`config.mk`:
```
export PLATFORM = sky130hd
export DESIGN_NAME = msrh_rename_flist_ctrl
export DESIGN_NICKNAME = d
export VERILOG_FILES = /design/src/rtl/msrh_pkg.sv /design/src/rtl/msrh_flist_cnt.sv /design/src/rtl/msrh_rename_flist_ctrl.sv
export SDC_FILE = /design/constraint.sdc
export NUM_CORES = 1
export LEC_CHECK = 0
export ABC_AREA = 1
export BUFFER_PORTS_ARGS = -buffer_cell sky130_fd_sc_hd__buf_2
export CAP_MARGIN = 20
export CORE_UTILIZATION = 40
export CTS_CLUSTER_SIZE = 16
export DETAILED_ROUTE_END_ITERATION = 6
export PLACE_DENSITY_LB_ADDON = 0.15
export SYNTH_ARGS = -nofsm -noshare
export SYNTH_HDL_FRONTEND = slang
export SYNTH_SLANG_ARGS = --single-unit
```
`constraint.sdc`:
```
create_clock -name i_clk -period 3.1 [get_ports i_clk]
set_input_delay 0.31 -clock i_clk [delete_from_list [all_inputs] [get_ports i_clk]]
set_output_delay 0.31 -clock i_clk [all_outputs]
set_load 0.01 [all_outputs]
```
`src/rtl/msrh_pkg.sv`:
```
// msrh_pkg: shared rename/freelist sizing plus the freelist controller FSM encoding
package msrh_pkg;
  localparam int DISP_SIZE = 2;
  localparam int FLIST_SIZE = 32;
  localparam int FLIST_RECOVER_CYC = 2;
  typedef enum logic [1:0] {RUN, STALL, RECOVER} flist_ctrl_state_t;
endpackage

```
`src/rtl/msrh_flist_cnt.sv`:
```
// msrh_flist_cnt: one lane's saturating free-entry counter with flush reload and sticky overflow
module msrh_flist_cnt #(
  parameter int FLIST_SIZE = 32,
  parameter int CNT_W = $clog2(FLIST_SIZE + 1)
) (
  input  logic             i_clk,
  input  logic             i_reset_n,
  input  logic             i_pop,
  input  logic             i_push,
  input  logic             i_reload,
  input  logic             i_freeze,
  output logic [CNT_W-1:0] o_cnt,
  output logic [CNT_W-1:0] o_cnt_next,
  output logic             o_ovf
);
  localparam logic [CNT_W:0] FULL = (CNT_W + 1)'(FLIST_SIZE);
  logic [CNT_W:0] sum;
  logic sat;
  always_comb begin
    sum = {1'b0, o_cnt} - (CNT_W + 1)'(i_pop) + (CNT_W + 1)'(i_push);
    sat = sum > FULL;
    o_cnt_next = i_freeze ? o_cnt : sat ? FULL[CNT_W-1:0] : sum[CNT_W-1:0];
  end
  // While frozen nothing is outstanding, so any commit push is an over-free
  always_ff @(posedge i_clk)
    if (!i_reset_n) begin
      o_cnt <= FULL[CNT_W-1:0];
      o_ovf <= 1'b0;
    end else begin
      o_cnt <= i_reload ? FULL[CNT_W-1:0] : o_cnt_next;
      o_ovf <= o_ovf | (i_freeze ? i_push : sat);
    end
endmodule

```
`src/rtl/msrh_rename_flist_ctrl.sv`:
```
// msrh_rename_flist_ctrl: per-lane freelist count, dispatch-ready and flush recovery FSM
// Optional MSRH_RENAME_PERF_CNT_EN adds saturating stall/recover cycle counters.
module msrh_rename_flist_ctrl #(
  parameter int DISP_SIZE = msrh_pkg::DISP_SIZE,
  parameter int FLIST_SIZE = msrh_pkg::FLIST_SIZE,
  parameter int RECOVER_CYC = msrh_pkg::FLIST_RECOVER_CYC,
  localparam int CNT_W = $clog2(FLIST_SIZE + 1)
) (
  input  logic                       i_clk,
  input  logic                       i_reset_n,
  input  logic                       i_disp_valid,
  input  logic [DISP_SIZE-1:0]       i_disp_rd_valid,
  output logic                       o_disp_ready,
  output logic [DISP_SIZE-1:0]       o_flist_pop,
  input  logic                       i_cmt_valid,
  input  logic [DISP_SIZE-1:0]       i_cmt_rd_valid,
  output logic [DISP_SIZE-1:0]       o_flist_push,
  input  logic                       i_flush,
  output logic                       o_flist_restore,
  output logic                       o_recovering,
  output logic [DISP_SIZE*CNT_W-1:0] o_free_cnt,
  output logic                       o_err_overflow
`ifdef MSRH_RENAME_PERF_CNT_EN
  ,
  output logic [31:0]                o_perf_stall_cyc,
  output logic [31:0]                o_perf_recover_cyc
`endif
);
  import msrh_pkg::*;
  localparam int RCW = $clog2(RECOVER_CYC + 1);
  flist_ctrl_state_t state, state_next;
  logic [RCW-1:0] rcnt;
  logic [DISP_SIZE-1:0] zero_next, ovf;
  logic [DISP_SIZE*CNT_W-1:0] cnt_next;
  assign o_flist_pop = {DISP_SIZE{i_disp_valid & o_disp_ready}} & i_disp_rd_valid;
  assign o_flist_push = {DISP_SIZE{i_cmt_valid}} & i_cmt_rd_valid;
  assign o_recovering = state == RECOVER;
  assign o_err_overflow = |ovf;
  for (genvar d = 0; d < DISP_SIZE; d++) begin : g_lane
    msrh_flist_cnt #(.FLIST_SIZE(FLIST_SIZE), .CNT_W(CNT_W)) u_cnt (
      .i_clk(i_clk),
      .i_reset_n(i_reset_n),
      .i_pop(o_flist_pop[d]),
      .i_push(o_flist_push[d]),
      .i_reload(i_flush),
      .i_freeze(o_recovering),
      .o_cnt(o_free_cnt[d*CNT_W +: CNT_W]),
      .o_cnt_next(cnt_next[d*CNT_W +: CNT_W]),
      .o_ovf(ovf[d])
    );
    assign zero_next[d] = cnt_next[d*CNT_W +: CNT_W] == '0;
  end
  always_comb
    state_next = i_flush ? RECOVER :
                 (state == RECOVER && rcnt != '0) ? RECOVER :
                 |zero_next ? STALL : RUN;
  always_ff @(posedge i_clk)
    if (!i_reset_n) begin
      state <= RUN;
      rcnt <= '0;
      o_disp_ready <= 1'b1;
      o_flist_restore <= 1'b0;
    end else begin
      state <= state_next;
      rcnt <= i_flush ? RCW'(RECOVER_CYC - 1) : rcnt != '0 ? rcnt - 1'b1 : rcnt;
      o_disp_ready <= state_next == RUN;
      o_flist_restore <= i_flush;
    end
`ifdef MSRH_RENAME_PERF_CNT_EN
  always_ff @(posedge i_clk)
    if (!i_reset_n) begin
      o_perf_stall_cyc <= '0;
      o_perf_recover_cyc <= '0;
    end else begin
      if (i_disp_valid && !o_disp_ready && !o_recovering && !(&o_perf_stall_cyc))
        o_perf_stall_cyc <= o_perf_stall_cyc + 1'b1;
      if (o_recovering && !(&o_perf_recover_cyc))
        o_perf_recover_cyc <= o_perf_recover_cyc + 1'b1;
    end
`endif
endmodule

```
==> results of run 1 <==
[power breakdown]
part	internal, W	switching [W]	leakage (nW)
sequential	0.000303	0.0000328	0.164
clock	0.0000863	0.0000761	0.0216
combinational	0.000330	0.000560	0.893
total	0.000719	0.000669	1.08
[routing by layer]
metal  routed length (um)  vias to the layer above  part of all wire  GRT usage
met5                    0                        -                 0          0
met4                   16                        0            0.0047     0.0319
met3                  111                        2             0.033     0.0304
met2                 1340                       26              0.39      0.263
met1                 1940                      671              0.57      0.248
li1                     -                      874                 -          -
[synthesized netlist by cell type (all sizes together), types with 3 or more instances]
| master | number |
|---|---|
| a21oi | 17 |
| buf | 5 |
| dfxtp | 20 |
| ha | 15 |
| inv | 54 |
| nand2 | 78 |
| nand3 | 20 |
| nand4 | 6 |
| nor2 | 22 |
| o21ai | 13 |
| or2 | 3 |
[layout make-up]
type / count / area (um2) / area share
Inverter: 55 / 206 / 0.109
Multi-Input combinational cell: 184 / 1050 / 0.552
Clock buffer: 3 / 41.3 / 0.0217
Timing Repair Buffer: 28 / 140 / 0.0738
Tap cell: 50 / 62.6 / 0.0329
Sequential cell: 20 / 400 / 0.211
[cell families (layout without fill, tap and decap cells)]
kind of cell,count (synthesis),after routing,synth area share
compound gates,31,31,0.102
simple gates,133,133,0.366
xor+xnor,3,3,0.0155
flops,20,20,0.236
fa+ha+maj,17,17,0.134
buf+inv,62,86,0.147
[stage by stage]
stage / cell area [um2] / hold slack (ps) / power [W] / std cells / utilization
floorplan: 1700 / 403 / 0.00106 / 266 / -
global placement: 1860 / 495 / 0.00123 / 337 / 0.461
detailed placement: 1860 / 502 / 0.00123 / 337 / 0.461
CTS: 1900 / 276 / 0.00140 / 340 / 0.471
global route: 1900 / 297 / 0.00155 / 340 / 0.471
finish: 1900 / 282 / 0.00139 / 340 / 0.471
[critical path, cell delays in order (launching register included)]
cell      delay, ps
dfxtp_1         360
and3_1          200
ha_1            230
inv_1            60
ha_1            180
inv_1            60
fa_1            390
inv_1           100
nand3_1          90
nand3_1         100
nand2_1          70
nand3_1          80
nand2_2          80
nand3_1          90
nand2_1          50
nor2_1          140
nand3_2         120
nand2_1          90
o21bai_2         50
[state kept, by name (all words and copies together) (netlist names)]
signal and flops:
o_flist_restore 1, g_lane.u_cnt.o_cnt 12, g_lane.u_cnt.o_ovf 2, o_disp_ready 1, rcnt 2, state 2
[worst paths after layout]
check             slack, ps                               end                             start  cells past startpoint
setup / recovery        440           o_disp_ready$_SDFF_PN1_           o_disp_ready$_SDFF_PN1_                     18
hold / removal          280        o_flist_restore$_SDFF_PN0_                           i_flush                      3
setup reg to reg        440           o_disp_ready$_SDFF_PN1_           o_disp_ready$_SDFF_PN1_                     18
hold reg to reg         520  g_lane[0].u_cnt.o_ovf$_SDFF_PN0_  g_lane[0].u_cnt.o_ovf$_SDFF_PN0_                      2
==> flow_summary.toml, run 1 <==
[die]
core_area_mm2 = 0.00403
pin_count = 29
row_count = 23
die_area_mm2 = 0.00451
die_w_um = 67.2
die_y_um = 67.2
initial_core_util = 0.421

[timing]
setup_viol = 0
hold_viol = 0
fmax_mhz = 376
skew_ps = 2.53
rsz0062_at_grt = "false"
fin_ws_ps = 438
relSlewSlack = 0.655
final.setup.tns_ps = 0
final_min_period_over_clock_period = 0.859
drv_slew = 0
period_needed_ps = 2660
tightest_slew_ps = 517

[clocking]
cts_hold_buf = 0
cts_made_buffers = 3
clkTransAtPathRegs_ps = 70
cts_max_level = 1
postCtsSetupRepairBufs = 0
insertion_delay_ps = 250
clockRootBuffer = "clkbuf_8"
tritoncts = "done"
post_cts_resize_count = 0
cts.sinks = 20
clock_path_buffers = 2

[synthesis]
syn_inst = 266
ys_types = 30
synthArstFlopShare = 0
synth_seq_cells = 20
synth.area.top_cells = "dfxtp_1, nand2_1, ha_1"
ys_warn_count = 0
syn-mean-instance-area_um2 = 6.38
syn_nets = 292
synth_top_cell_by_area = "dfxtp_1"
dominantRegCellSynth = "dfxtp_1"
synth_top_area_share = 0.236
synth_edf_count = 0
synth_area_mm2 = 0.00170
yosysSeqAreaShare = 0.236

[job]
max_cap_violations = 0

[place]
place_ws_ps = 337
gp_congestion = 0.761
io_buffers = 28
dpl.hpwl_mm = 2.83

[final_layout]
layout_commonest_cell = "nand2_1"
antenna_cells = 0
drive_gt1_frac = 0.190
area_growth_pct = 11.9
fillers = 434
layout_common_cells = "nand2_1, inv_1, buf_2, nor2_1, dfxtp_1"
nNetsFinal = 318

[routing]
first_pass_iters = 4
vias_per_cell = 4.63
wire_per_inst_um = 10.0
vias = 1573
wl_mm = 3.40
drt-initial-drc-count = 64
drcViolationCount = 0
ant_nets = 0

[global_routing]
antenna_found_initial = 0
grt_pass1_vias = 1379
grt_pass1_wl_mm = 5.89
grtUsageTotal = 0.171
globalRouteOverflowTotal = 0
grt_max_degree = 17

[setup_path]
critPathCaptureType = "flip-flop"
worst-endpoint-required_ps = 3240
path_class = "reg -> reg"
arrival_ps = 2800
cp_max_fo = 3
cp-start-kind = "flip-flop"

[pwr]
power_density_mw_per_mm2 = 731
vdd_drop_max_v = 0.000344
leakage_nw = 1.08

[hold_path]
min_path_type = "in -> reg"

[run_status]
status = "completed"
Power figures use the tool's default switching activity.
==> inputs of run 2 (changes only) <==
Clock period 3.1 ns to 2.4 ns, I/O delays scaled along.
==> flow_summary.toml, run 2 (synthesis gave the netlist of run 1 again) <==
[routing]
vias_per_cell = 4.66
vias = 1660
first_pass_iters = 4
drcViolationCount = 0
ant_nets = 0
wl_mm = 3.78
drt-initial-drc-count = 59
wire_per_inst_um = 10.6

[clocking]
clock_path_buffers = 2
tritoncts = "done"
clkTransAtPathRegs_ps = 80
cts_max_level = 1
cts_hold_buf = 0
cts.sinks = 20
cts_made_buffers = 3
insertion_delay_ps = 260
clockRootBuffer = "clkbuf_8"

[setup_path]
path_class = "reg -> reg"
worst-endpoint-required_ps = 2590
cp_max_fo = 3
arrival_ps = 2550
critPathCaptureType = "flip-flop"
cp-start-kind = "flip-flop"

[final_layout]
largest_reg_flops = 12
area_growth_pct = 29.3
finish.utilization = 0.545
layout_common_cells = "nand2_1, inv_1, buf_2, dfxtp_1, nor2_1"
drive_gt1_frac = 0.366
design_area_mm2 = 0.00219
instances_no_fill = 356
nNetsFinal = 333
top_register = "g_lane.u_cnt.o_cnt"
layout_commonest_cell = "nand2_1"
antenna_cells = 0

[die]
core_area_mm2 = 0.00403
die_area_mm2 = 0.00451
pin_count = 29
initial_core_util = 0.421
row_count = 23
die_y_um = 67.2
die_w_um = 67.2

[global_routing]
globalRouteOverflowTotal = 0
grtUsageTotal = 0.176
grt_max_degree = 17
grt_pass1_wl_mm = 6.18
antenna_found_initial = 0
grt_pass1_vias = 1441

[pwr]
power.share.sequential = 0.197
leakage_nw = 1.19
p_switching_w = 0.00102
switching_share = 0.465
power_density_mw_per_mm2 = 1000
p_int_w = 0.00118
vdd_drop_max_v = 0.000534
pwr-share-clk = 0.116
pwr-share-comb = 0.687

[place]
placed_area_mm2 = 0.00194
dpl.hpwl_mm = 2.77
place_ws_ps = -161
io_buffers = 28
dpl.cell_count = 348
gp_congestion = 0.803

[timing]
relSlewSlack = 0.636
final_min_period_over_clock_period = 0.985
drv_slew = 0
period_needed_ps = 2360
fmax_mhz = 423
hold_viol = 0
fin_hold_ws_ps = 210
skew_ps = 4.63
tightest_slew_ps = 546
rsz0062_at_grt = "true"
setup_viol = 0
fin_ws_ps = 35.3

[job]
max_cap_violations = 0

[hold_path]
min_path_type = "in -> reg"

[run_status]
status = "completed"
[run 2: layout make-up]
type	count	area, um2
fillers	394	1830
multi-input cells	184	1210
flip-flops and latches	20	402
repair buffers	43	256
inverters	55	206
well taps	50	62.6
clock buffers	4	55.1
[run 2: critical path, cell delays in order, from the launching register on]
cell,delay (ps)
dfxtp_2,350
and3_4,200
ha_4,190
inv_2,60
ha_4,130
inv_2,30
fa_2,350
inv_2,90
nand3_2,80
nand2_1,80
nand2_1,60
nand2_2,90
nand3_2,80
nand2_4,90
nand2_2,50
nand2_2,80
o21ai_2,70
nand3_2,100
nand2_2,50
o21bai_2,90
[run 2: final timing paths]
check                              startpoint                                to  slack [ps]  cells after the start
max                   o_disp_ready$_SDFF_PN1_           o_disp_ready$_SDFF_PN1_          40                     19
min                                   i_flush        o_flist_restore$_SDFF_PN0_         210                      3
max reg2reg           o_disp_ready$_SDFF_PN1_           o_disp_ready$_SDFF_PN1_          40                     19
min reg2reg  g_lane[1].u_cnt.o_ovf$_SDFF_PN0_  g_lane[1].u_cnt.o_ovf$_SDFF_PN0_         520                      2
[run 2: per-stage QoR]
step	total power (W)	setup TNS (ps)
after floorplan	0.00137	0
after global placement	0.00170	-272
after detailed placement	0.00171	-284
after CTS	0.00203	-6.91
after global routing	0.00243	-256
final	0.00220	0
[run 2: power groups by stage]
stage / clock network (W) / logic, W / registers [W]
after floorplan: 0 / 0.000924 / 0.000451
after global placement: 0 / 0.00126 / 0.000442
after detailed placement: 0 / 0.00126 / 0.000443
after CTS: 0.000261 / 0.00134 / 0.000436
after global routing: 0.000275 / 0.00171 / 0.000444
final: 0.000255 / 0.00151 / 0.000434
[run 2: metal layers]
| layer | vias up | global-route usage | part of all wire |
|---|---|---|---|
| met2 | 26 | 0.270 | 0.42 |
| met5 | - | 0 | 0 |
| li1 | 903 | - | - |
| met4 | 0 | 0.0160 | 0.0021 |
| met1 | 729 | 0.260 | 0.55 |
| met3 | 2 | 0.0355 | 0.029 |
[run 2: timing repair]
item	4_1_cts	5_1_grt
buffers inserted	3	3
pin swaps	14	26
setup endpoints to repair	2	9
resized for setup	18	25
==> inputs of run 3 (changes only) <==
--- a/config.mk
+++ b/config.mk
@@ -13,4 +13,5 @@
 export DETAILED_ROUTE_END_ITERATION = 6
 export PLACE_DENSITY_LB_ADDON = 0.15
+export SLEW_MARGIN = 20
 export SYNTH_ARGS = -nofsm -noshare
 export SYNTH_HDL_FRONTEND = slang
==> constraint.sdc (replaced) <==
create_clock -name i_clk -period 2.4 [get_ports i_clk]
set_input_delay 0.48 -clock i_clk [delete_from_list [all_inputs] [get_ports i_clk]]
set_output_delay 0.48 -clock i_clk [all_outputs]
set_load 0.01 [all_outputs]
==> flow_summary.toml, run 3 (synthesis gave the netlist of run 1 again) <==
[job]
max_cap_violations = 0

[setup_path]
crit_path_frequent_cell = "nand3_2"
cp-start-kind = "flip-flop"
cp_top_family = "simple AND/OR/NAND/NOR gates"
reg2reg_slack_ps = -8
cpPeakStageDelay_ps = 360
reg2reg_depth = 18
cp_max_fo = 3
arrival_ps = 2550
r2r-end = "o_disp_ready$_SDFF_PN1_"
path_class = "reg -> reg"
critPathCaptureType = "flip-flop"
crit_chain = "and3_4 > ha_4 > inv_2 > ha_4 > inv_2 > fa_2 > inv_2 > nand3_2 > nand3_2 > nand2_2 > nand3_1 > nand2_2 > nand3_2 > nand2_1 > nor2_2 > nand3_2 > nand2_2 > o21bai_2"
worst-endpoint-required_ps = 2540
cp_slowest_cell = "dfxtp_2"
worst-path-buf-inv = 3
reg2reg_from = "o_disp_ready$_SDFF_PN1_"

[final_layout]
area_growth_pct = 27.1
instances_no_fill = 355
nNetsFinal = 332
antenna_cells = 0
drive_gt1_frac = 0.328
layout_commonest_cell = "nand2_1"
layout_common_cells = "nand2_1, inv_1, buf_2, dfxtp_1, nor2_1"
top_register = "g_lane.u_cnt.o_cnt"
design_area_mm2 = 0.00216
largest_reg_flops = 12

[routing]
vias = 1667
drt-initial-drc-count = 63
drcViolationCount = 0
wl_mm = 3.60
first_pass_iters = 4
wire_per_inst_um = 10.1
vias_per_cell = 4.70
ant_nets = 0

[timing]
setup_viol = 1
rsz0062_at_grt = "true"
tightest_slew_ps = 525
period_needed_ps = 2410
fmax_mhz = 415
hold_viol = 0
final_min_period_over_clock_period = 1.00
fin_ws_ps = -8.21
relSlewSlack = 0.650
drv_slew = 0
skew_ps = 4.44
fin_hold_ws_ps = 451

[global_routing]
antenna_found_initial = 0
met3_usage = 0.0321
use_met2 = 0.273
grtUsageTotal = 0.178
grt_busiest_layer = "met2"
globalRouteOverflowTotal = 0
grt_pass1_wl_mm = 6.21
met1_usage = 0.262
grt_max_degree = 17
grt_pass1_vias = 1426

[clocking]
cts_made_buffers = 3
insertion_delay_ps = 260
tritoncts = "done"
cts.sinks = 20
clock_path_buffers = 2
clkTransAtPathRegs_ps = 70
cts_max_level = 1
clockRootBuffer = "clkbuf_8"

[place]
place_ws_ps = -349
dpl.hpwl_mm = 2.89
placed_area_mm2 = 0.00201
dpl.cell_count = 349
gp_congestion = 0.803
io_buffers = 28

[die]
die_area_mm2 = 0.00451
die_w_um = 67.2
die_y_um = 67.2
initial_core_util = 0.421
core_area_mm2 = 0.00403
row_count = 23
pin_count = 29

[hold_path]
holdPathEnd = "o_flist_restore$_SDFF_PN0_"
hold_path.startpoint = "i_flush"
hold_depth = 3
min_path_type = "in -> reg"

[pwr]
power_density_mw_per_mm2 = 1010
leakage_nw = 1.17
vdd_drop_max_v = 0.000404

[run_status]
status = "finished, violations left"
violations = "negative setup slack"
==> run 3: cell types whose count changed in the layout (fill, tap and decap cells not counted), moves of 3 or more <==
cell	delta
nand2_2	-3
nand3_1	+3
nand2_1	+4
nand3_2	-3
==> run 3: worst max-delay path by stage <==
stage / startpoint / end / slack, ps / cells past startpoint
3_5_place_dp: i_disp_valid / o_disp_ready$_SDFF_PN1_ / -350 / 19
6_report: o_disp_ready$_SDFF_PN1_ / o_disp_ready$_SDFF_PN1_ / -8 / 18
4_1_cts: o_disp_ready$_SDFF_PN1_ / o_disp_ready$_SDFF_PN1_ / -30 / 18
2_1_floorplan: i_disp_valid / o_disp_ready$_SDFF_PN1_ / -30 / 18
5_1_grt: o_disp_ready$_SDFF_PN1_ / o_disp_ready$_SDFF_PN1_ / -140 / 18
3_3_place_gp: i_disp_valid / o_disp_ready$_SDFF_PN1_ / -300 / 19
==> run 3: stage by stage <==
stage	setup TNS, ps	util	power (W)
after floorplan	-31.9	-	0.00141
after global placement	-1660	0.500	0.00174
after detailed placement	-1950	0.500	0.00175
after CTS	-25.1	0.525	0.00214
after global routing	-528	0.536	0.00242
final	-8.21	0.536	0.00219
==> run 3: repair_timing <==
action	in CTS	in global routing
hold buffers	0	0
setup buffers	2	0
endpoints found under the setup margin	3	10
pin swaps	11	7
resized for setup	5	14
==> run 3: worst register-to-register path: stages (launching register included) <==
cell	delay [ps]
dfxtp_2	360
and3_4	200
ha_4	190
inv_2	60
ha_4	120
inv_2	40
fa_2	350
inv_2	90
nand3_2	70
nand3_2	90
nand2_2	60
nand3_1	80
nand2_2	80
nand3_2	70
nand2_1	60
nor2_2	130
nand3_2	110
nand2_2	80
o21bai_2	50
==> run 3: final cells by class <==
cell class / count / area (um2)
repair buffers: 42 / 249
inverters: 55 / 206
flip-flops and latches: 20 / 402
multi-input cells: 184 / 1170
well taps: 50 / 62.6
clock buffers: 3 / 41.3
fillers: 422 / 1870
clock inverters: 1 / 30.0
==> run 3: routing by layer <==
layer	vias to the layer above	part of all wire
met5	-	0
met4	0	0.0033
met3	2	0.048
met2	33	0.41
met1	729	0.54
li1	903	-
==> run 3: power breakdown <==
part           leakage, nW  switching (W)  internal, W
Combinational        0.968       0.000825     0.000593
Clock               0.0357       0.000107     0.000222
Sequential           0.164      0.0000446     0.000393
Total                 1.17       0.000977      0.00121
